[src/rtl/convolver_if.sv]
// Memory-side bus of the convolver: image and filter read ports, the
// feature write port and the end-of-convolution flag.
//
// Read handshake (image and filter ports): the master raises EN for exactly
// one cycle with ADDRESS valid and then holds ADDRESS; the slave answers
// after any latency by raising DATA_VAL for one cycle with DIN valid.
// The master captures DIN on the rising edge where DATA_VAL=1. It keeps
// only one request outstanding per port, so EN is low on that edge. A
// DATA_VAL with no request outstanding carries no meaning and is dropped.
interface convolver_if #(
   parameter int WIDTH      = 8,
   parameter int ADDR_WIDTH = 5
);
   logic                    IMAGE_RAM_EN;
   logic [ADDR_WIDTH-1:0]   IMAGE_RAM_ADDRESS;
   logic [WIDTH-1:0]        IMAGE_RAM_DIN;
   logic                    IMAGE_RAM_DATA_VAL;
   logic                    FILTER_RAM_EN;
   logic [ADDR_WIDTH-1:0]   FILTER_RAM_ADDRESS;
   logic [WIDTH-1:0]        FILTER_RAM_DIN;
   logic                    FILTER_RAM_DATA_VAL;
   logic                    FEATURE_RAM_EN;
   logic                    FEATURE_RAM_WEN;
   logic [ADDR_WIDTH-1:0]   FEATURE_RAM_ADDRESS;
   logic [2*WIDTH-1:0]      FEATURE_RAM_DOUT;
   logic [2*WIDTH-1:0]      FEATURE_RAM_DIN;
   logic                    FEATURE_RAM_DATA_VAL;
   logic                    eoc;

   modport master (
      output IMAGE_RAM_EN, IMAGE_RAM_ADDRESS,
      input  IMAGE_RAM_DIN, IMAGE_RAM_DATA_VAL,
      output FILTER_RAM_EN, FILTER_RAM_ADDRESS,
      input  FILTER_RAM_DIN, FILTER_RAM_DATA_VAL,
      output FEATURE_RAM_EN, FEATURE_RAM_WEN, FEATURE_RAM_ADDRESS, FEATURE_RAM_DOUT,
      input  FEATURE_RAM_DIN, FEATURE_RAM_DATA_VAL,
      output eoc
   );

   modport slave (
      input  IMAGE_RAM_EN, IMAGE_RAM_ADDRESS,
      output IMAGE_RAM_DIN, IMAGE_RAM_DATA_VAL,
      input  FILTER_RAM_EN, FILTER_RAM_ADDRESS,
      output FILTER_RAM_DIN, FILTER_RAM_DATA_VAL,
      input  FEATURE_RAM_EN, FEATURE_RAM_WEN, FEATURE_RAM_ADDRESS, FEATURE_RAM_DOUT,
      output FEATURE_RAM_DIN, FEATURE_RAM_DATA_VAL,
      input  eoc
   );
endinterface

[src/rtl/convolver.sv]
// convolver: loads a KxK filter and an IMGxIMG map from external RAMs, then
// computes the valid-region 2-D convolution one MAC per cycle and writes
// each 16-bit result to the feature RAM. eoc stays high once all are written.
module convolver #(
   parameter int WIDTH      = 8,
   parameter int ADDR_WIDTH = 5,
   parameter int IMG        = 5,
   parameter int K          = 3
) (
   input  logic         clk,
   input  logic         resetn,
   convolver_if.master  bus,
   output logic [2:0]   dbg_state
);
   localparam int OUT = IMG - K + 1;
   localparam int NW  = K * K;
   localparam int NI  = IMG * IMG;
   localparam int WAW = $clog2(NW);
   localparam int IAW = $clog2(NI);
   localparam int CW  = $clog2(IMG);

   typedef enum logic [2:0] {
      S_IDLE, S_LOAD_W, S_LOAD_I, S_COMPUTE, S_WRITE, S_DONE
   } state_t;

   state_t state, state_nx;

   logic signed [WIDTH-1:0]   w_mem   [NW];
   logic signed [WIDTH-1:0]   img_mem [NI];
   logic [ADDR_WIDTH-1:0]     idx;        // fetch address during the load phases
   logic                      pending;    // a read request is outstanding
   logic [CW-1:0]             kr, kc, orow, ocol;
   logic [2*WIDTH-1:0]        acc;

   logic                      w_cap, i_cap, w_last, i_last, k_last, o_last, first_tap;
   logic [IAW-1:0]            pix_idx;
   logic [WAW-1:0]            tap_idx;
   logic signed [2*WIDTH-1:0] product;
   logic [ADDR_WIDTH-1:0]     out_addr;
   logic                      unused_feature_rd;

   // Feature RAM read data and its strobe carry nothing this block needs.
   assign unused_feature_rd = ^{bus.FEATURE_RAM_DIN, bus.FEATURE_RAM_DATA_VAL};

   assign w_cap     = (state == S_LOAD_W) && pending && bus.FILTER_RAM_DATA_VAL;
   assign i_cap     = (state == S_LOAD_I) && pending && bus.IMAGE_RAM_DATA_VAL;
   assign w_last    = (idx == ADDR_WIDTH'(NW - 1));
   assign i_last    = (idx == ADDR_WIDTH'(NI - 1));
   assign k_last    = (kr == CW'(K - 1)) && (kc == CW'(K - 1));
   assign o_last    = (orow == CW'(OUT - 1)) && (ocol == CW'(OUT - 1));
   assign first_tap = (kr == '0) && (kc == '0);
   assign pix_idx   = IAW'((orow + kr) * IMG + ocol + kc);
   assign tap_idx   = WAW'(kr * K + kc);
   assign product   = img_mem[pix_idx] * w_mem[tap_idx];
   assign out_addr  = ADDR_WIDTH'(orow * OUT + ocol);
   assign dbg_state = state;

   // State register.
   always_ff @(posedge clk or negedge resetn) begin
      if (!resetn) state <= S_IDLE;
      else         state <= state_nx;
   end

   // Next state and bus outputs; every output is zero unless its phase drives it.
   always_comb begin
      state_nx                = state;
      bus.IMAGE_RAM_EN        = 1'b0;
      bus.IMAGE_RAM_ADDRESS   = '0;
      bus.FILTER_RAM_EN       = 1'b0;
      bus.FILTER_RAM_ADDRESS  = '0;
      bus.FEATURE_RAM_EN      = 1'b0;
      bus.FEATURE_RAM_WEN     = 1'b0;
      bus.FEATURE_RAM_ADDRESS = '0;
      bus.FEATURE_RAM_DOUT    = '0;
      bus.eoc                 = 1'b0;
      case (state)
         S_IDLE: state_nx = S_LOAD_W;
         S_LOAD_W: begin
            bus.FILTER_RAM_EN      = !pending;
            bus.FILTER_RAM_ADDRESS = idx;
            if (w_cap && w_last) state_nx = S_LOAD_I;
         end
         S_LOAD_I: begin
            bus.IMAGE_RAM_EN      = !pending;
            bus.IMAGE_RAM_ADDRESS = idx;
            if (i_cap && i_last) state_nx = S_COMPUTE;
         end
         S_COMPUTE: begin
            if (k_last) state_nx = S_WRITE;
         end
         S_WRITE: begin
            bus.FEATURE_RAM_EN      = 1'b1;
            bus.FEATURE_RAM_WEN     = 1'b1;
            bus.FEATURE_RAM_ADDRESS = out_addr;
            bus.FEATURE_RAM_DOUT    = acc;
            state_nx = o_last ? S_DONE : S_COMPUTE;
         end
         S_DONE:  bus.eoc = 1'b1;
         default: state_nx = S_IDLE;
      endcase
   end

   // Datapath: fetch bookkeeping, register files, MAC and output position.
   always_ff @(posedge clk or negedge resetn) begin
      if (!resetn) begin
         idx     <= '0;
         pending <= 1'b0;
         kr      <= '0;
         kc      <= '0;
         orow    <= '0;
         ocol    <= '0;
         acc     <= '0;
         for (int i = 0; i < NW; i++) w_mem[i] <= '0;
         for (int i = 0; i < NI; i++) img_mem[i] <= '0;
      end else begin
         case (state)
            S_LOAD_W: begin
               if (!pending) pending <= 1'b1;
               else if (w_cap) begin
                  w_mem[idx[WAW-1:0]] <= bus.FILTER_RAM_DIN;
                  pending <= 1'b0;
                  idx     <= w_last ? '0 : idx + 1'b1;
               end
            end
            S_LOAD_I: begin
               if (!pending) pending <= 1'b1;
               else if (i_cap) begin
                  img_mem[idx[IAW-1:0]] <= bus.IMAGE_RAM_DIN;
                  pending <= 1'b0;
                  idx     <= i_last ? '0 : idx + 1'b1;
               end
            end
            S_COMPUTE: begin
               // The first tap of each output restarts the sum; wraps mod 2^16.
               acc <= (first_tap ? '0 : acc) + product;
               if (kc == CW'(K - 1)) begin
                  kc <= '0;
                  kr <= (kr == CW'(K - 1)) ? '0 : kr + 1'b1;
               end else begin
                  kc <= kc + 1'b1;
               end
            end
            S_WRITE: begin
               if (ocol == CW'(OUT - 1)) begin
                  ocol <= '0;
                  orow <= orow + 1'b1;
               end else begin
                  ocol <= ocol + 1'b1;
               end
            end
            default: ;
         endcase
      end
   end
endmodule

[src/flat_wrapper.sv]
// flat-port wrapper written by rule: the top's interface ports become plain ports
module convolver_flat 
#(
   parameter int WIDTH      = 8,
   parameter int ADDR_WIDTH = 5,
   parameter int IMG        = 5,
   parameter int K          = 3
)
  (clk, resetn, dbg_state, bus_IMAGE_RAM_EN, bus_IMAGE_RAM_ADDRESS, bus_IMAGE_RAM_DIN, bus_IMAGE_RAM_DATA_VAL, bus_FILTER_RAM_EN, bus_FILTER_RAM_ADDRESS, bus_FILTER_RAM_DIN, bus_FILTER_RAM_DATA_VAL, bus_FEATURE_RAM_EN, bus_FEATURE_RAM_WEN, bus_FEATURE_RAM_ADDRESS, bus_FEATURE_RAM_DOUT, bus_FEATURE_RAM_DIN, bus_FEATURE_RAM_DATA_VAL, bus_eoc);
  convolver_if #(.WIDTH(WIDTH), .ADDR_WIDTH(ADDR_WIDTH)) bus_i ();
  input  logic clk;
  input  logic resetn;
  output logic [2:0] dbg_state;
  output wire logic [$bits(bus_i.IMAGE_RAM_EN)-1:0] bus_IMAGE_RAM_EN;
  output wire logic [$bits(bus_i.IMAGE_RAM_ADDRESS)-1:0] bus_IMAGE_RAM_ADDRESS;
  input wire logic [$bits(bus_i.IMAGE_RAM_DIN)-1:0] bus_IMAGE_RAM_DIN;
  input wire logic [$bits(bus_i.IMAGE_RAM_DATA_VAL)-1:0] bus_IMAGE_RAM_DATA_VAL;
  output wire logic [$bits(bus_i.FILTER_RAM_EN)-1:0] bus_FILTER_RAM_EN;
  output wire logic [$bits(bus_i.FILTER_RAM_ADDRESS)-1:0] bus_FILTER_RAM_ADDRESS;
  input wire logic [$bits(bus_i.FILTER_RAM_DIN)-1:0] bus_FILTER_RAM_DIN;
  input wire logic [$bits(bus_i.FILTER_RAM_DATA_VAL)-1:0] bus_FILTER_RAM_DATA_VAL;
  output wire logic [$bits(bus_i.FEATURE_RAM_EN)-1:0] bus_FEATURE_RAM_EN;
  output wire logic [$bits(bus_i.FEATURE_RAM_WEN)-1:0] bus_FEATURE_RAM_WEN;
  output wire logic [$bits(bus_i.FEATURE_RAM_ADDRESS)-1:0] bus_FEATURE_RAM_ADDRESS;
  output wire logic [$bits(bus_i.FEATURE_RAM_DOUT)-1:0] bus_FEATURE_RAM_DOUT;
  input wire logic [$bits(bus_i.FEATURE_RAM_DIN)-1:0] bus_FEATURE_RAM_DIN;
  input wire logic [$bits(bus_i.FEATURE_RAM_DATA_VAL)-1:0] bus_FEATURE_RAM_DATA_VAL;
  output wire logic [$bits(bus_i.eoc)-1:0] bus_eoc;
  assign bus_IMAGE_RAM_EN = bus_i.IMAGE_RAM_EN;
  assign bus_IMAGE_RAM_ADDRESS = bus_i.IMAGE_RAM_ADDRESS;
  assign bus_i.IMAGE_RAM_DIN = bus_IMAGE_RAM_DIN;
  assign bus_i.IMAGE_RAM_DATA_VAL = bus_IMAGE_RAM_DATA_VAL;
  assign bus_FILTER_RAM_EN = bus_i.FILTER_RAM_EN;
  assign bus_FILTER_RAM_ADDRESS = bus_i.FILTER_RAM_ADDRESS;
  assign bus_i.FILTER_RAM_DIN = bus_FILTER_RAM_DIN;
  assign bus_i.FILTER_RAM_DATA_VAL = bus_FILTER_RAM_DATA_VAL;
  assign bus_FEATURE_RAM_EN = bus_i.FEATURE_RAM_EN;
  assign bus_FEATURE_RAM_WEN = bus_i.FEATURE_RAM_WEN;
  assign bus_FEATURE_RAM_ADDRESS = bus_i.FEATURE_RAM_ADDRESS;
  assign bus_FEATURE_RAM_DOUT = bus_i.FEATURE_RAM_DOUT;
  assign bus_i.FEATURE_RAM_DIN = bus_FEATURE_RAM_DIN;
  assign bus_i.FEATURE_RAM_DATA_VAL = bus_FEATURE_RAM_DATA_VAL;
  assign bus_eoc = bus_i.eoc;
  convolver #(.WIDTH(WIDTH), .ADDR_WIDTH(ADDR_WIDTH), .IMG(IMG), .K(K)) u_core (.clk(clk), .resetn(resetn), .bus(bus_i), .dbg_state(dbg_state));
endmodule
[config.mk]
export PLATFORM = sky130hd
export DESIGN_NAME = convolver_flat
export DESIGN_NICKNAME = d
export VERILOG_FILES = /design/src/rtl/convolver_if.sv /design/src/rtl/convolver.sv /design/src/flat_wrapper.sv
export SDC_FILE = /design/constraint.sdc
export NUM_CORES = 1
export LEC_CHECK = 0
export BUFFER_PORTS_ARGS = -buffer_cell sky130_fd_sc_hd__clkbuf_2
export CORE_MARGIN = 1.5
export CORE_UTILIZATION = 43
export CTS_CLUSTER_SIZE = 24
export DETAILED_ROUTE_END_ITERATION = 8
export GPL_ROUTABILITY_DRIVEN = 0
export PLACE_DENSITY = 0.68
export RECOVER_POWER = 25
export SLEW_MARGIN = 10
export SYNTH_ARGS = -nofsm -noshare
export SYNTH_HDL_FRONTEND = slang
export SYNTH_SLANG_ARGS = --single-unit
[constraint.sdc]
create_clock -name clk -period 12.9 [get_ports clk]
set_clock_uncertainty 0.05 [all_clocks]
set_input_delay 1.29 -clock clk [delete_from_list [all_inputs] [get_ports clk]]
set_output_delay 1.29 -clock clk [all_outputs]
set_load 0.01 [all_outputs]
# [Yosys cells after proc, flatten, opt, wreduce, memory -nomap -nowiden]
# Cells that the tools add are included.
[word_totals] mem_bits_rw=0 output_inout_bits=39 ff_bits=309 memories=0 rom_bits=0 latch_bits=0
[classes] add_sub_neg=11 n_lt_le_gt_ge=6 shift=0 n_mux=41 n_div=0 n_reduce_logical=22 n_eq_ne=18 bitwise=5 multipliers=4
[ops] cell="bitwise mux 200 bit" n=1
[ops] cell="bitwise mux 72 bit" n=1
[ops] cell="two-way mux 8 bit" n=6
[ops] cell="two-way mux 5 bit" n=9
[ops] cell="binary-select mux 8 bit (select 5 bit)" n=1
[ops] cell="demux 8 bit (select 5 bit)" n=1
[ops] cell="binary-select mux 8 bit (select 4 bit)" n=1
[ops] cell="demux 8 bit (select 4 bit)" n=1
[ops] cell="multiplier 32 x 3 -> 5 bit, second input constant" n=1
[ops] cell="two-way mux 16 bit" n=2
[ops] cell="two-way mux 3 bit" n=7
[ops] cell="== test 3 x 2 -> 1 bit, second input constant" n=6
[ops] cell="one-hot mux 3 bit (6 select lines)" n=1
[ops] cell="adder 16 bit" n=1
[ops] cell="multiplier 8 x 8 -> 16 bit" n=1
[ops] cell="adder 5 x 3 -> 5 bit" n=3
[ops] cell="adder 3 x 1 -> 3 bit, second input constant" n=4
[ops] cell=">= comparator 6 bit, second input constant" n=2
[ops] cell="inverter 5 -> 6 bit" n=2
[ops] cell="logical AND 1 bit" n=11
[ops] cell=">= comparator 5 bit, second input constant" n=2
[ops] cell="!= test 2 x 1 -> 1 bit, second input constant" n=5
[ops] cell="inverter 4 -> 5 bit" n=2
[ops] cell="one-hot mux 5 bit (2 select lines)" n=1
[ops] cell="other kinds (22)" n=35

# [Depth between registers and ports, before layout]
# Gate-level depths: netlist of run 1.
[logic_depth] word_depth=10 ltp_mapped=32 ltp_nobuf=31

# [Worst setup path before layout of run 1]
# No wires, ideal clock.
[synth_path] path_type="register to register" from="register u_core.orow[0]" to="register u_core.acc[13]" t_arrival_ns=8.276 setup_slack_ns=4.438 setup_time_ns=0.136 stages_incl_launch_ff=30 cell_sequence="dfrtp_1 -> ha_1 -> fa_1 -> xor2_1 -> ha_1 -> ha_1 -> fa_1 -> fa_1 -> buf_4 -> clkbuf_1 -> mux4_2 -> mux4_2 -> nand2_1 -> o31ai_4 -> nand2_1 -> fa_1 -> fa_1 -> inv_1 -> fa_1 -> fa_1 -> inv_1 -> fa_1 -> inv_1 -> ha_1 -> o21ai_0 -> nor2_1 -> o32ai_1 -> o21ai_0 -> xnor2_1 -> o21ai_0"
[synth_via] elab_chain_len=10
[synth_rtl] element="start, declared" line_no="convolver.sv:32" rtl="logic [CW-1:0] kr, kc, orow, ocol;"
[synth_rtl] element="start signal, assigned" line_no="convolver.sv:146" rtl="orow <= orow + 1'b1;"
[synth_rtl] element="adder 3 x 3 -> 4 bit" line_no="convolver.sv:52" rtl="assign pix_idx = IAW'((orow + kr) * IMG + ocol + kc);"
[synth_rtl] element="multiplier 32 x 3 -> 5 bit" line_no="convolver.sv:52"
[synth_rtl] element="adder 5 x 3 -> 5 bit (2 in series)" line_no="convolver.sv:52"
[synth_rtl] element="inverter 5 -> 6 bit (not written as such)" line_no="convolver.sv:54" rtl="assign product = img_mem[pix_idx] * w_mem[tap_idx];"
[synth_rtl] element="binary-select mux 8 bit (select 5 bit)" line_no="convolver.sv:54"
[synth_rtl] element="two-way mux 8 bit (not written as such) (2 in series)" line_no="convolver.sv:54"
[synth_rtl] element="multiplier 8 x 8 -> 16 bit" line_no="convolver.sv:54"
[synth_rtl] element="adder 16 bit" line_no="convolver.sv:135" rtl="acc <= (first_tap ? '0 : acc) + product;"
[synth_rtl] element="end signal, assigned" line_no="convolver.sv:135"
[synth_rtl] element="end, declared" line_no="convolver.sv:33" rtl="logic [2*WIDTH-1:0] acc;"
# No other way between the ends. The select of a mux whose other input is x is not followed.
# A chain may end at the register's enable or synchronous reset.

# [Worst setup path after layout of run 1]
[layout_path] from="register u_core.kr[0]" to="register u_core.acc[13]"
[layout_via] elab_chain_len=10 elab_cells_between_ends=19 cone_classes="5 x add/sub; 3 x mul; 7 x mux; 2 x bitwise; 2 x reduce/logical"
[layout_rtl] element="start, declared" line_no="convolver.sv:32"
[layout_rtl] element="start signal, assigned" line_no="convolver.sv:138" rtl="kr <= (kr == CW'(K - 1)) ? '0 : kr + 1'b1;"
[layout_rtl] element="adder 3 x 3 -> 4 bit" line_no="convolver.sv:52"
[layout_rtl] element="multiplier 32 x 3 -> 5 bit" line_no="convolver.sv:52"
[layout_rtl] element="adder 5 x 3 -> 5 bit (2 in series)" line_no="convolver.sv:52"
[layout_rtl] element="inverter 5 -> 6 bit (not written as such)" line_no="convolver.sv:54"
[layout_rtl] element="binary-select mux 8 bit (select 5 bit)" line_no="convolver.sv:54"
[layout_rtl] element="two-way mux 8 bit (not written as such) (2 in series)" line_no="convolver.sv:54"
[layout_rtl] element="multiplier 8 x 8 -> 16 bit" line_no="convolver.sv:54"
[layout_rtl] element="adder 16 bit (*)" line_no="convolver.sv:135"
# Mark *: on every way between the ends. The rest lies on a longest branch, timed or not. The select of a mux whose other input is x is not followed.

==> qor.log, run 1 <==
[synth] proportion of synthesized chip area in sequential cells 42.9%
[sta] worst setup slack after layout 3.27 ns
[pwr] share of power burned in the clock network 25.4%
[final_layout] area growth from synthesis to layout 11.1%
[synth] count of flip-flops with a built-in enable after synthesis 0
[die] core region area 41100 sq um
[drt] DRC violation total after the first TritonRoute iteration 690
[clocking] TritonCTS clock tree built
[critical_path] library cell contributing the largest single delay on the critical path sky130_fd_sc_hd__fa_2
[final_layout] share of layout cells above drive strength 1 32.0%
[pwr] worst IR drop on VDD 0.165 mV
[synth] Mapped Avg Cell Area 12.8 sq um
[min_path] start point of the worst hold path u_core.acc[0]
[synth] Synth cell types 52
[critical_path] largest fanout on the critical path 38
[die] I/O Pins 76
[die] starting utilization of the core area 43.8%
[final_layout] Storage cell area 7730 sq um
[final_layout] area of the multi-input gates 9600 sq um
[drt] final antenna-violating net count 0
[clocking] Resized cells post-CTS 0
[clocking] maximum level of the CTS H-tree 2
[drt] Pre-Repair DR Iteration Count 7
[clocking] worst skew pair latency 0.53 ns
[clocking] Sink Count 309
[sta] final critical-path share of the clock period 74.6%
[critical_path] most used cell, CP sky130_fd_sc_hd__fa_1
[pwr] relative contribution of sequential cells to total power 33.0%
[die] full die area 43100 sq um
[final_layout] fill cell count 3636
[die] die outline height 208 um
[critical_path] Reg-to-Reg End u_core.acc[13]
[synth] share of Yosys cell area claimed by the top area cell type 42.9%
[pwr] Switch Pwr 0.00155 W
[critical_path] R2R Path Start u_core.kr[0]
[final_layout] final design instance area without fill 20000 sq um
[sta] pin slew with the least headroom to its limit 5.78 ns
[sta] unrepaired setup endpoints after global routing no
[global_routing] most used routing layer in global routing met2
[drt] Total Wirelength 39900 um
[clocking] clock input transition at the sequential cells of the worst setup and hold paths 0.06 ns
[min_path] hold path endpoint u_core.acc[0]
[run_status] result of the run finished with violations
[synth] async set-or-reset flop fraction in the synthesized netlist 100%
[global_routing] met3 demand-to-capacity share in global routing 2.89%
[global_routing] global router's overall resource usage 19.1%
[critical_path] Data arrival, critical path 9.95 ns
[pwr] Internal Power 0.00267 W
[final_layout] final core utilization 48.7%
[drt] post-detailed-route wirelength per cell 19.9 um
[critical_path] data required time of the critical path 13.22 ns
[critical_path] sum of buffers and inverters on the critical path 4
[sta] number of setup violations in the final report 0
[sta] number of max-slew violations in the final report 180
[pwr] fraction of power spent switching nets 36.7%
[pwr] leak pwr 9.87 nW
[synth] mapped cell area 18000 sq um
[sta] remaining max-slew budget at the tightest pin -285%
[synth] cell accounting for the most synthesized area sky130_fd_sc_hd__dfrtp_1
[sta] final sum of negative setup slack 0 ns
[critical_path] Reg2Reg Setup Slack 3.27 ns
[global_routing] GRT met2 Usage 32.4%
[global_routing] total gr overflow 0
[min_path] Tightest Hold Check Type reg -> reg
[die] horizontal extent of the die 208 um
[global_routing] antenna violations before repair 2
[critical_path] peak per-stage delay on the critical path 0.73 ns
[die] standard-cell row count 74
[critical_path] startpoint type of the worst setup path flop
[synth] most common flop cell mapped by yosys sky130_fd_sc_hd__dfrtp_1
[placement] dpl ws 3.22 ns
[critical_path] sort of element at the end of the critical path flop
[synth] ranking of synthesized cells by area sky130_fd_sc_hd__dfrtp_1 (43%), sky130_fd_sc_hd__mux2_2 (17%), sky130_fd_sc_hd__fa_1 (9.1%), sky130_fd_sc_hd__mux4_2 (8.0%), sky130_fd_sc_hd__ha_1 (4.5%)
[synth] yosys synthesis warning count 0
[clocking] postcts setup bufs 0
[placement] number of port buffers 58
[synth] synthesized instance count 1405
[sta] timing-limited maximum frequency 104 MHz
[synth] number of storage elements in the synthesis netlist 309
[pwr] overall power consumption 0.00421 W
[critical_path] Critical Path Source u_core.kr[0]
[sta] minimum clock period 9.63 ns
[drt] remaining design rule violation count 0
[clocking] number of CTS-inserted buffers 34
[placement] Placed Area 18800 sq um
[global_routing] number of global-route vias before repair 11675
[final_layout] net total in the final layout 1633
[pwr] pwr/cell area 211 nW/um^2
[clocking] number of buffers between clock root and the deepest sink 3
[flow_run] count of maximum capacitance violations 3
[critical_path] cells on worst reg2reg path 27
[final_layout] total inserted antenna cells 0
[global_routing] pin count of the biggest net entering global routing 104
[min_path] Hold Path Stages 2
[synth] Net Count, Synth 1589
[clocking] root buffer selected by CTS sky130_fd_sc_hd__clkbuf_16
[critical_path] WS Path Type reg -> reg
[global_routing] global-route wire length before repair 64900 um
[pwr] portion of total power attributed to combinational logic 41.5%
[drt] number of vias after detailed routing 11032
[sta] final hold viol count 0
[placement] hpwl dp 27600 um
[critical_path] Worst path top cell family by delay adder cells
[global_routing] met1 track demand over resource 25.7%
[clocking] number of hold-repair buffers added at the cts stage 0
[drt] routed vias/inst 5.50
[run_status] violated checks max-capacitance violations, max-slew violations
==> state kept, by name, summed over array words and instances, names as in the netlist <==
register	count
u_core.kc	3
u_core.kr	3
u_core.w_mem	72
u_core.orow	3
u_core.ocol	3
u_core.idx	5
u_core.dbg_state	3
u_core.pending	1
u_core.acc	16
u_core.img_mem	200
==> through the flow <==
step	hold WS (ns)	cells
after global placement	0.420	1945
after floorplan	0.401	1405
final	0.440	2006
after CTS	0.447	2006
after global routing	0.460	2006
after detailed placement	0.433	1945
==> layer usage <==
metal	vias up	wire, um
met1	5774	17500
met5	-	19
met2	205	19800
li1	4989	-
met3	62	1680
met4	2	825
==> worst max path at each step <==
stage	endpoint	slack, ns	depth (start not counted)
after floorplan	u_core.acc[13]	4.44	29
after global placement	u_core.acc[13]	3.26	27
after detailed placement	u_core.acc[13]	3.22	27
after CTS	u_core.acc[13]	3.20	27
after global routing	u_core.idx[2]	2.73	3
final	u_core.acc[13]	3.27	27
==> synthesized netlist by cell type, drive strengths merged (3+ instances only) <==
| cell type | instances |
|---|---|
| a2111oi | 8 |
| a211oi | 11 |
| a21o | 7 |
| a21oi | 26 |
| a31oi | 4 |
| and2 | 44 |
| and3 | 9 |
| buf | 21 |
| clkbuf | 42 |
| dfrtp | 309 |
| fa | 82 |
| ha | 65 |
| inv | 104 |
| mux2 | 273 |
| mux2i | 16 |
| mux4 | 64 |
| nand2 | 119 |
| nand2b | 12 |
| nand3 | 12 |
| nand4 | 3 |
| nor2 | 45 |
| nor2b | 20 |
| nor3 | 10 |
| nor4 | 3 |
| o21a | 5 |
| o21ai | 28 |
| o21bai | 3 |
| o31a | 3 |
| o31ai | 8 |
| xnor2 | 19 |
| xor2 | 15 |
==> logic make-up (layout without fill, tap and decap cells) <==
kind of cell / Yosys count / after routing / share of synthesized area (%)
adders and majority gates: 147 / 147 / 13.6
DFF: 309 / 309 / 42.9
xor gates and xnor gates: 36 / 36 / 1.91
buffers and inverters: 167 / 236 / 3.83
and+or+nand+nor: 285 / 285 / 7.65
muxes: 353 / 353 / 26.0
AOI/OAI and AO/OA: 108 / 108 / 4.09
==> placed cells by master (no fill, tap or decap), types with 5 or more instances in the layout <==
| cell type | instances |
|---|---|
| sky130_fd_sc_hd__bufinv_16 | 7 |
| sky130_fd_sc_hd__mux4_2 | 64 |
| sky130_fd_sc_hd__nor2b_1 | 20 |
| sky130_fd_sc_hd__a21oi_1 | 26 |
| sky130_fd_sc_hd__xor2_1 | 14 |
| sky130_fd_sc_hd__a21o_1 | 7 |
| sky130_fd_sc_hd__nand3_1 | 12 |
| sky130_fd_sc_hd__a211oi_1 | 11 |
| sky130_fd_sc_hd__mux2_2 | 272 |
| sky130_fd_sc_hd__ha_1 | 64 |
| sky130_fd_sc_hd__mux2i_1 | 16 |
| sky130_fd_sc_hd__buf_4 | 11 |
| sky130_fd_sc_hd__nand2b_1 | 12 |
| sky130_fd_sc_hd__o21ai_0 | 24 |
| sky130_fd_sc_hd__dfrtp_1 | 309 |
| sky130_fd_sc_hd__o21a_1 | 5 |
| sky130_fd_sc_hd__xnor2_1 | 19 |
| sky130_fd_sc_hd__clkbuf_16 | 35 |
| sky130_fd_sc_hd__clkbuf_1 | 10 |
| sky130_fd_sc_hd__a2111oi_0 | 8 |
| sky130_fd_sc_hd__fa_1 | 81 |
| sky130_fd_sc_hd__nand2_1 | 119 |
| sky130_fd_sc_hd__inv_1 | 104 |
| sky130_fd_sc_hd__clkbuf_2 | 56 |
| sky130_fd_sc_hd__and2_1 | 42 |
| sky130_fd_sc_hd__and3_1 | 9 |
| sky130_fd_sc_hd__nor2_1 | 45 |
| sky130_fd_sc_hd__nor3_1 | 7 |
==> worst min-delay path, stage by stage (launching register included) <==
cell,delay (ns)
sky130_fd_sc_hd__dfrtp_1,0.35
sky130_fd_sc_hd__nand2_1,0.05
sky130_fd_sc_hd__nand2_1,0.06
==> area by class of cell <==
class                           instances  share of cell area (%)
Clock buffer                           45                    4.77
Clock inverter                         16                    1.41
Inverter                              104                    1.95
Multi-Input combinational cell        929                    48.0
Sequential cell                       309                    38.7
Tap cell                              532                    3.33
Timing Repair Buffer                   71                    1.89
==> power groups by stage <==
stage / Clock (W) / Sequential (W) / Combinational [W]
global route: 0.00114 / 0.00142 / 0.00189
finish: 0.00107 / 0.00139 / 0.00175
detailed placement: 0 / 0.00141 / 0.00177
CTS: 0.00110 / 0.00139 / 0.00177
floorplan: 0 / 0.00134 / 0.00135
global placement: 0 / 0.00138 / 0.00174
Note: power is estimated with default switching activity, not from simulation.
==> inputs of run 2 (changes only) <==
- clock period: 12.9 -> 9.2 ns (I/O delays scaled with it)
==> run 2 against run 1 <==
Compared with the run above: the flow still finishes with violations (max-capacitance violations, max-slew violations); flip-flop and latch count did not move; via count rose by 0.58%; sequential power rose by 40%; final cell count rose by 0.95%; first-iteration DRC count rose by 1.4%; non-clock buffer count rose by 22; critical path type unchanged; largest power group unchanged; highest routed layer unchanged.
==> qor.log, run 2 (same netlist as run 1, synthesis figures left out) <==
[run_status] result of the run finished with violations [unchanged]
[run_status] violated checks max-capacitance violations, max-slew violations [unchanged]
[global_routing] pin count of the biggest net entering global routing 165 [was 104]
[drt] Total Wirelength 40100 um [was 39900 um]
[pwr] fraction of power spent switching nets 37.1% [was 36.7%]
[die] horizontal extent of the die 208 um [unchanged]
[critical_path] library cell contributing the largest single delay on the critical path sky130_fd_sc_hd__fa_2 [unchanged]
[critical_path] data required time of the critical path 9.53 ns [was 13.22 ns]
[final_layout] flip-flop count of the largest register, all copies and words added 200 [unchanged]
[pwr] portion of total power attributed to combinational logic 45.1% [was 41.5%]
[pwr] pwr/cell area 303 nW/um^2 [was 211 nW/um^2]
[sta] final hold viol count 0 [unchanged]
[clocking] number of CTS-inserted buffers 34 [unchanged]
[drt] post-detailed-route wirelength per cell 19.8 um [was 19.9 um]
[placement] hpwl dp 27800 um [was 27600 um]
[sta] timing-limited maximum frequency 113 MHz [was 104 MHz]
[drt] remaining design rule violation count 0 [unchanged]
[die] full die area 43100 sq um [unchanged]
[final_layout] fill cell count 3626 [was 3636]
[clocking] Sink Count 309 [unchanged]
[sta] number of max-slew violations in the final report 80 [was 180]
[critical_path] largest fanout on the critical path 8 [was 38]
[die] starting utilization of the core area 43.8% [unchanged]
[clocking] TritonCTS clock tree built [unchanged]
[placement] number of cells in the design after placement 1958 [was 1945]
[clocking] clock input transition at the sequential cells of the worst setup and hold paths 0.06 ns [about the same]
[die] core region area 41100 sq um [unchanged]
[final_layout] Largest Register u_core.img_mem [unchanged]
[final_layout] total inserted antenna cells 0 [unchanged]
[flow_run] count of maximum capacitance violations 1 [was 3]
[final_layout] area growth from synthesis to layout 12.3% [was 11.1%]
[placement] Placed Area 18900 sq um [was 18800 sq um]
[sta] unrepaired setup endpoints after global routing yes [was no]
[clocking] root buffer selected by CTS sky130_fd_sc_hd__clkbuf_16 [unchanged]
[final_layout] net total in the final layout 1655 [was 1633]
[sta] pin slew with the least headroom to its limit 4.49 ns [was 5.78 ns]
[final_layout] final core utilization 49.2% [was 48.7%]
[clocking] number of hold-repair buffers added at the cts stage 0 [unchanged]
[pwr] leak pwr 9.98 nW [was 9.87 nW]
[sta] remaining max-slew budget at the tightest pin -199% [was -285%]
[clocking] worst skew pair latency 0.55 ns [was 0.53 ns]
[sta] final critical-path share of the clock period 96.1% [was 74.6%]
[global_routing] number of global-route vias before repair 11563 [was 11675]
[drt] number of vias after detailed routing 11096 [was 11032]
[die] I/O Pins 76 [unchanged]
[final_layout] leading registers by flop count u_core.img_mem (200), u_core.w_mem (72), u_core.acc (16) [unchanged]
[pwr] Internal Power 0.00386 W [was 0.00267 W]
[critical_path] WS Path Type reg -> reg [unchanged]
[critical_path] startpoint type of the worst setup path flop [unchanged]
[drt] final antenna-violating net count 0 [unchanged]
[global_routing] total gr overflow 0 [unchanged]
[clocking] number of buffers between clock root and the deepest sink 3 [unchanged]
[drt] routed vias/inst 5.48 [was 5.50]
[global_routing] antenna violations before repair 1 [was 2]
[critical_path] Data arrival, critical path 9.17 ns [was 9.95 ns]
[global_routing] global-route wire length before repair 64600 um [was 64900 um]
[final_layout] commonest non-fill, non-tap cells in the layout sky130_fd_sc_hd__dfrtp_1 (308), sky130_fd_sc_hd__mux2_2 (272), sky130_fd_sc_hd__nand2_1 (119) [was sky130_fd_sc_hd__dfrtp_1 (309), sky130_fd_sc_hd__mux2_2 (272), sky130_fd_sc_hd__nand2_1 (119)]
[clocking] maximum level of the CTS H-tree 2 [unchanged]
[final_layout] post-route non-filler standard cell count 2025 [was 2006]
[sta] number of setup violations in the final report 0 [unchanged]
[final_layout] most common cell after layout, fill and taps aside sky130_fd_sc_hd__dfrtp_1 [unchanged]
[pwr] relative contribution of sequential cells to total power 31.7% [was 33.0%]
[critical_path] peak per-stage delay on the critical path 0.69 ns [was 0.73 ns]
[critical_path] sort of element at the end of the critical path flop [unchanged]
[pwr] Switch Pwr 0.00228 W [was 0.00155 W]
[placement] number of port buffers 58 [unchanged]
[sta] final sum of negative setup slack 0 ns [unchanged]
[final_layout] share of layout cells above drive strength 1 33.6% [was 32.0%]
[die] standard-cell row count 74 [unchanged]
[final_layout] final design instance area without fill 20200 sq um [was 20000 sq um]
[die] die outline height 208 um [unchanged]
[global_routing] global router's overall resource usage 19.0% [was 19.1%]
[pwr] share of power burned in the clock network 23.2% [was 25.4%]
[sta] minimum clock period 8.85 ns [was 9.63 ns]
[critical_path] most used cell, CP sky130_fd_sc_hd__fa_1 [unchanged]
[min_path] Tightest Hold Check Type reg -> reg [unchanged]
[pwr] worst IR drop on VDD 0.225 mV [was 0.165 mV]
[drt] DRC violation total after the first TritonRoute iteration 700 [was 690]
[drt] Pre-Repair DR Iteration Count 5 [was 7]
[run 2: cell count changes in the layout (fill, tap and decap cells not counted), sizes merged]
| cell | delta |
|---|---|
| bufinv | -3 |
| clkinvlp | -1 |
| inv | -2 |
| buf | +22 |
| clkinv | +3 |
[run 2: power groups by stage]
stage               clock (W)  combinational, W  sequential, W
floorplan                   0           0.00189        0.00188
global placement            0           0.00253        0.00194
detailed placement          0           0.00258        0.00196
CTS                   0.00146           0.00259        0.00194
global route          0.00151           0.00297        0.00199
finish                0.00142           0.00276        0.00195
[run 2: worst paths after layout]
check | depth (start not counted) | end | slack (ns) | from
max in group asynchronous | 1 | u_core.kr[0] | 4.30 | resetn
min in group asynchronous | 1 | u_core.acc[6] | 1.93 | resetn
setup reg to reg | 30 | u_core.acc[15] | 0.35 | u_core.kr[0]
setup / recovery | 30 | u_core.acc[15] | 0.35 | u_core.kr[0]
hold / removal | 2 | u_core.acc[8] | 0.44 | u_core.acc[8]
hold reg to reg | 2 | u_core.acc[8] | 0.44 | u_core.acc[8]
[run 2: per-stage QoR]
stage | power [W] | hold slack (ns) | worst slack (ns)
after CTS | 0.00599 | 0.335 | 0.251
after global placement | 0.00446 | 0.424 | 0.357
final | 0.00614 | 0.443 | 0.355
after detailed placement | 0.00454 | 0.435 | 0.255
after global routing | 0.00647 | 0.453 | -0.00766
after floorplan | 0.00377 | 0.401 | 0.738
[run 2: area by class of cell]
type	count	area, sq um	area share [%]
Sequential cell	309	7730	38.2
Clock buffer	45	952	4.71
Tap cell	532	666	3.29
Timing Repair Buffer	93	624	3.09
Multi-Input combinational cell	929	9650	47.7
Clock inverter	13	215	1.06
Inverter	104	390	1.93
[run 2: timing repair]
| item | CTS | global route |
|---|---|---|
| endpoints found under the setup margin | 0 | 6 |
| gates resized for setup | 0 | 8 |
| setup buffers | 0 | 7 |
[run 2: per-layer routing]
layer / track usage, % / up-vias / part of all wire (%)
met4: 5.34 / 2 / 2.2
met1: 25.7 / 5803 / 45
met3: 3.07 / 49 / 4.5
met2: 31.8 / 217 / 48
li1: - / 5025 / -
met5: 0 / - / 0.022
[run 2: critical path, delay by kind of cell (launching register included)]
family	cells	cell delay, ns
buf+inv	6	0.60
xor+xnor	2	0.33
mux	2	0.90
fa+ha+maj	12	5.28
flops	1	0.46
compound gates	5	0.60
simple gates	3	0.46
==> inputs of run 3 (changes only) <==
- ABC_AREA: unset -> 1
==> run 3 against run 2 <==
Compared with the run above: the flow still finishes with violations (max-capacitance violations, max-slew violations); setup slack improved by 0.23 ns; critical path depth increased by 3; sequential share of layout area about the same; global-route usage increased by 2.7 points; final cell count increased by 39%; flip-flop and latch count unchanged; maximum frequency increased by 2.6%; hold slack got worse by 0.014 ns; register-to-register slack improved by 0.23 ns; area after synthesis increased by 3.0%; critical path type unchanged; largest cell class unchanged; highest routed layer is now met4.
==> qor.log, run 3 <==
[drt] Total Wirelength 46600 um [was 40100 um]
[drt] Pre-Repair DR Iteration Count 7 [was 5]
[global_routing] antenna violations before repair 0 [was 1]
[sta] number of max-slew violations in the final report 156 [was 80]
[die] horizontal extent of the die 211 um [was 208 um]
[placement] number of port buffers 58 [unchanged]
[final_layout] fill cell count 4071 [was 3626]
[critical_path] library cell contributing the largest single delay on the critical path sky130_fd_sc_hd__fa_1 [was sky130_fd_sc_hd__fa_2]
[placement] hpwl dp 31700 um [was 27800 um]
[final_layout] area of the multi-input gates 9220 sq um [was 9650 sq um]
[die] full die area 44400 sq um [was 43100 sq um]
[die] standard-cell row count 75 [was 74]
[clocking] TritonCTS clock tree built [unchanged]
[drt] routed vias/inst 5.31 [was 5.48]
[critical_path] most used cell, CP sky130_fd_sc_hd__fa_1 [unchanged]
[drt] remaining design rule violation count 0 [unchanged]
[synth] share of Yosys cell area claimed by the top area cell type 41.7% [was 42.9%]
[synth] async set-or-reset flop fraction in the synthesized netlist 100% [unchanged]
[drt] post-detailed-route wirelength per cell 16.5 um [was 19.8 um]
[clocking] maximum level of the CTS H-tree 2 [unchanged]
[critical_path] data required time of the critical path 9.53 ns [about the same]
[synth] synthesized instance count 2252 [was 1405]
[sta] pin slew with the least headroom to its limit 4.85 ns [was 4.49 ns]
[synth] Mapped Avg Cell Area 8.24 sq um [was 12.8 sq um]
[run_status] result of the run finished with violations [unchanged]
[clocking] number of CTS-inserted buffers 35 [was 34]
[synth] Synth cell types 50 [was 52]
[clocking] number of buffers between clock root and the deepest sink 3 [unchanged]
[global_routing] pin count of the biggest net entering global routing 108 [was 165]
[final_layout] commonest non-fill, non-tap cells in the layout sky130_fd_sc_hd__nand2_1 (565), sky130_fd_sc_hd__dfrtp_1 (309), sky130_fd_sc_hd__o21ai_0 (288) [was sky130_fd_sc_hd__dfrtp_1 (308), sky130_fd_sc_hd__mux2_2 (272), sky130_fd_sc_hd__nand2_1 (119)]
[critical_path] sum of buffers and inverters on the critical path 7 [was 6]
[synth] most common flop cell mapped by yosys sky130_fd_sc_hd__dfrtp_1 [unchanged]
[sta] final critical-path share of the clock period 93.7% [was 96.1%]
[global_routing] global-route wire length before repair 77500 um [was 64600 um]
[synth] mapped cell area 18600 sq um [was 18000 sq um]
[final_layout] Storage cell area 7730 sq um [about the same]
[synth] count of flip-flops with a built-in enable after synthesis 0 [unchanged]
[clocking] clock input transition at the sequential cells of the worst setup and hold paths 0.06 ns [about the same]
[synth] ranking of synthesized cells by area sky130_fd_sc_hd__dfrtp_1 (42%), sky130_fd_sc_hd__nand2_1 (11%), sky130_fd_sc_hd__fa_1 (8.8%), sky130_fd_sc_hd__o21ai_0 (7.8%), sky130_fd_sc_hd__inv_1 (4.9%) [was sky130_fd_sc_hd__dfrtp_1 (43%), sky130_fd_sc_hd__mux2_2 (17%), sky130_fd_sc_hd__fa_1 (9.1%), sky130_fd_sc_hd__mux4_2 (8.0%), sky130_fd_sc_hd__ha_1 (4.5%)]
[min_path] Tightest Hold Check Type reg -> reg [unchanged]
[sta] timing-limited maximum frequency 116 MHz [was 113 MHz]
[die] starting utilization of the core area 43.9% [was 43.8%]
[clocking] worst skew pair latency 0.54 ns [was 0.55 ns]
[sta] minimum clock period 8.62 ns [was 8.85 ns]
[run_status] violated checks max-capacitance violations, max-slew violations [unchanged]
[clocking] number of hold-repair buffers added at the cts stage 0 [unchanged]
[drt] DRC violation total after the first TritonRoute iteration 1268 [was 700]
[final_layout] Largest Register u_core.img_mem [unchanged]
[critical_path] Worst path top cell family by delay adder cells [unchanged]
[synth] proportion of synthesized chip area in sequential cells 41.7% [was 42.9%]
[critical_path] largest fanout on the critical path 34 [was 8]
[final_layout] leading registers by flop count u_core.img_mem (200), u_core.w_mem (72), u_core.acc (16) [unchanged]
[drt] final antenna-violating net count 0 [unchanged]
[synth] cell accounting for the most synthesized area sky130_fd_sc_hd__dfrtp_1 [unchanged]
[final_layout] net total in the final layout 2440 [was 1655]
[die] die outline height 211 um [was 208 um]
[sta] remaining max-slew budget at the tightest pin -223% [was -199%]
[clocking] Sink Count 309 [unchanged]
[flow_run] count of maximum capacitance violations 2 [was 1]
[critical_path] peak per-stage delay on the critical path 0.55 ns [was 0.69 ns]
[synth] number of storage elements in the synthesis netlist 309 [unchanged]
[final_layout] most common cell after layout, fill and taps aside sky130_fd_sc_hd__nand2_1 [was sky130_fd_sc_hd__dfrtp_1]
[critical_path] WS Path Type reg -> reg [unchanged]
[die] I/O Pins 76 [unchanged]
[global_routing] total gr overflow 0 [unchanged]
[sta] final sum of negative setup slack 0 ns [unchanged]
[final_layout] total inserted antenna cells 0 [unchanged]
[drt] number of vias after detailed routing 14983 [was 11096]
[critical_path] sort of element at the end of the critical path flop [unchanged]
[final_layout] share of layout cells above drive strength 1 8.46% [was 33.6%]
[sta] number of setup violations in the final report 0 [unchanged]
[synth] most numerous cell in the Yosys netlist sky130_fd_sc_hd__nand2_1 [was sky130_fd_sc_hd__dfrtp_1]
[critical_path] startpoint type of the worst setup path flop [unchanged]
[global_routing] number of global-route vias before repair 14816 [was 11563]
[die] core region area 42200 sq um [was 41100 sq um]
[final_layout] flip-flop count of the largest register, all copies and words added 200 [unchanged]
[synth] Net Count, Synth 2436 [was 1589]
[synth] yosys synthesis warning count 0 [unchanged]
[clocking] root buffer selected by CTS sky130_fd_sc_hd__clkbuf_16 [unchanged]
[global_routing] global router's overall resource usage 21.7% [was 19.0%]
[sta] unrepaired setup endpoints after global routing no [was yes]
[synth] leading cell types by count after synthesis sky130_fd_sc_hd__nand2_1 (563), sky130_fd_sc_hd__dfrtp_1 (309), sky130_fd_sc_hd__o21ai_0 (288) [was sky130_fd_sc_hd__dfrtp_1 (309), sky130_fd_sc_hd__mux2_2 (272), sky130_fd_sc_hd__nand2_1 (119)]
[sta] final hold viol count 0 [unchanged]
[final_layout] area growth from synthesis to layout 8.97% [was 12.3%]
[critical_path] Data arrival, critical path 8.95 ns [was 9.17 ns]
[run 3: changes by cell type after synthesis, sizes merged, moves of 19 or more]
cell | previous run | this run
a22oi | 1 | 20
nor2 | 45 | 161
mux2 | 273 | 1
o21ai | 28 | 315
nand3 | 12 | 145
nand2 | 119 | 577
inv | 104 | 255
buf | 21 | 59
nor2b | 20 | 0
and2 | 44 | 0
mux4 | 64 | 0
a21oi | 26 | 141
[run 3: tightest hold or removal path, cell delays in order, from the launching register on]
cell	delay, ns
sky130_fd_sc_hd__dfrtp_1	0.34
sky130_fd_sc_hd__nand2_1	0.05
sky130_fd_sc_hd__o21ai_0	0.06
[run 3: routing by layer]
| metal | wire length, um | part of all wire, % | vias to the layer above | track usage (%) |
|---|---|---|---|---|
| met2 | 22000 | 47 | 402 | 35.7 |
| met5 | 0 | 0 | - | 0 |
| met4 | 1210 | 2.6 | 0 | 6.67 |
| li1 | - | - | 7252 | - |
| met3 | 2280 | 4.9 | 84 | 2.44 |
| met1 | 21100 | 45 | 7245 | 30.1 |
[run 3: cells by family (layout without fill, tap and decap cells)]
family                     Yosys count  after routing  share of synthesized area (%)
buffers and inverters              369            399                           8.50
adders and majority gates          147            147                           13.2
xor gates and xnor gates            19             19                           1.04
and+or+nand+nor                    898            898                           20.9
muxes                                1              1                         0.0607
AOI/OAI and AO/OA                  509            509                           14.6
DFF                                309            309                           41.7
[run 3: what timing repair did]
item | CTS | global route
setup endpoints to repair | 0 | 2
resized for setup | 0 | 3
endpoints found under the hold margin | 0 | 0
setup buffers | 0 | 1
[run 3: area by class of cell]
cell class	instances	area share, %
clock buffers	48	4.98
clock inverters	15	0.705
inverters	261	4.94
multi-input cells	1574	45.6
flip-flops and latches	309	38.2
well taps	539	3.34
repair buffers	75	2.20
[run 3: path summary, 6_finish.rpt]
check | startpoint | to | slack, ns | cells past startpoint
worst max-delay path | u_core.kr[0] | u_core.acc[12] | 0.58 | 33
worst min-delay path | u_core.img_mem[124] | u_core.img_mem[124] | 0.43 | 2
worst max register to register | u_core.kr[0] | u_core.acc[12] | 0.58 | 33
worst min register to register | u_core.img_mem[124] | u_core.img_mem[124] | 0.43 | 2
max in group asynchronous | resetn | u_core.acc[10] | 1.78 | 3
min in group asynchronous | resetn | u_core.img_mem[101] | 2.10 | 1
[run 3: metrics by stage]
stage               area [sq um]  worst slack [ns]  cells  hold slack, ns  utilization, %
global route               20200            0.0788   2821           0.452            47.9
global placement           19100             0.502   2757           0.411            45.3
finish                     20200             0.583   2821           0.429            47.9
CTS                        20300             0.369   2820           0.384            48.0
floorplan                  18600              1.10   2252           0.398               -
detailed placement         19100             0.376   2757           0.418            45.3
Power of run 3 is not shown: default switching activity piles up to over one toggle a cycle in this logic, so the estimate is an artifact.
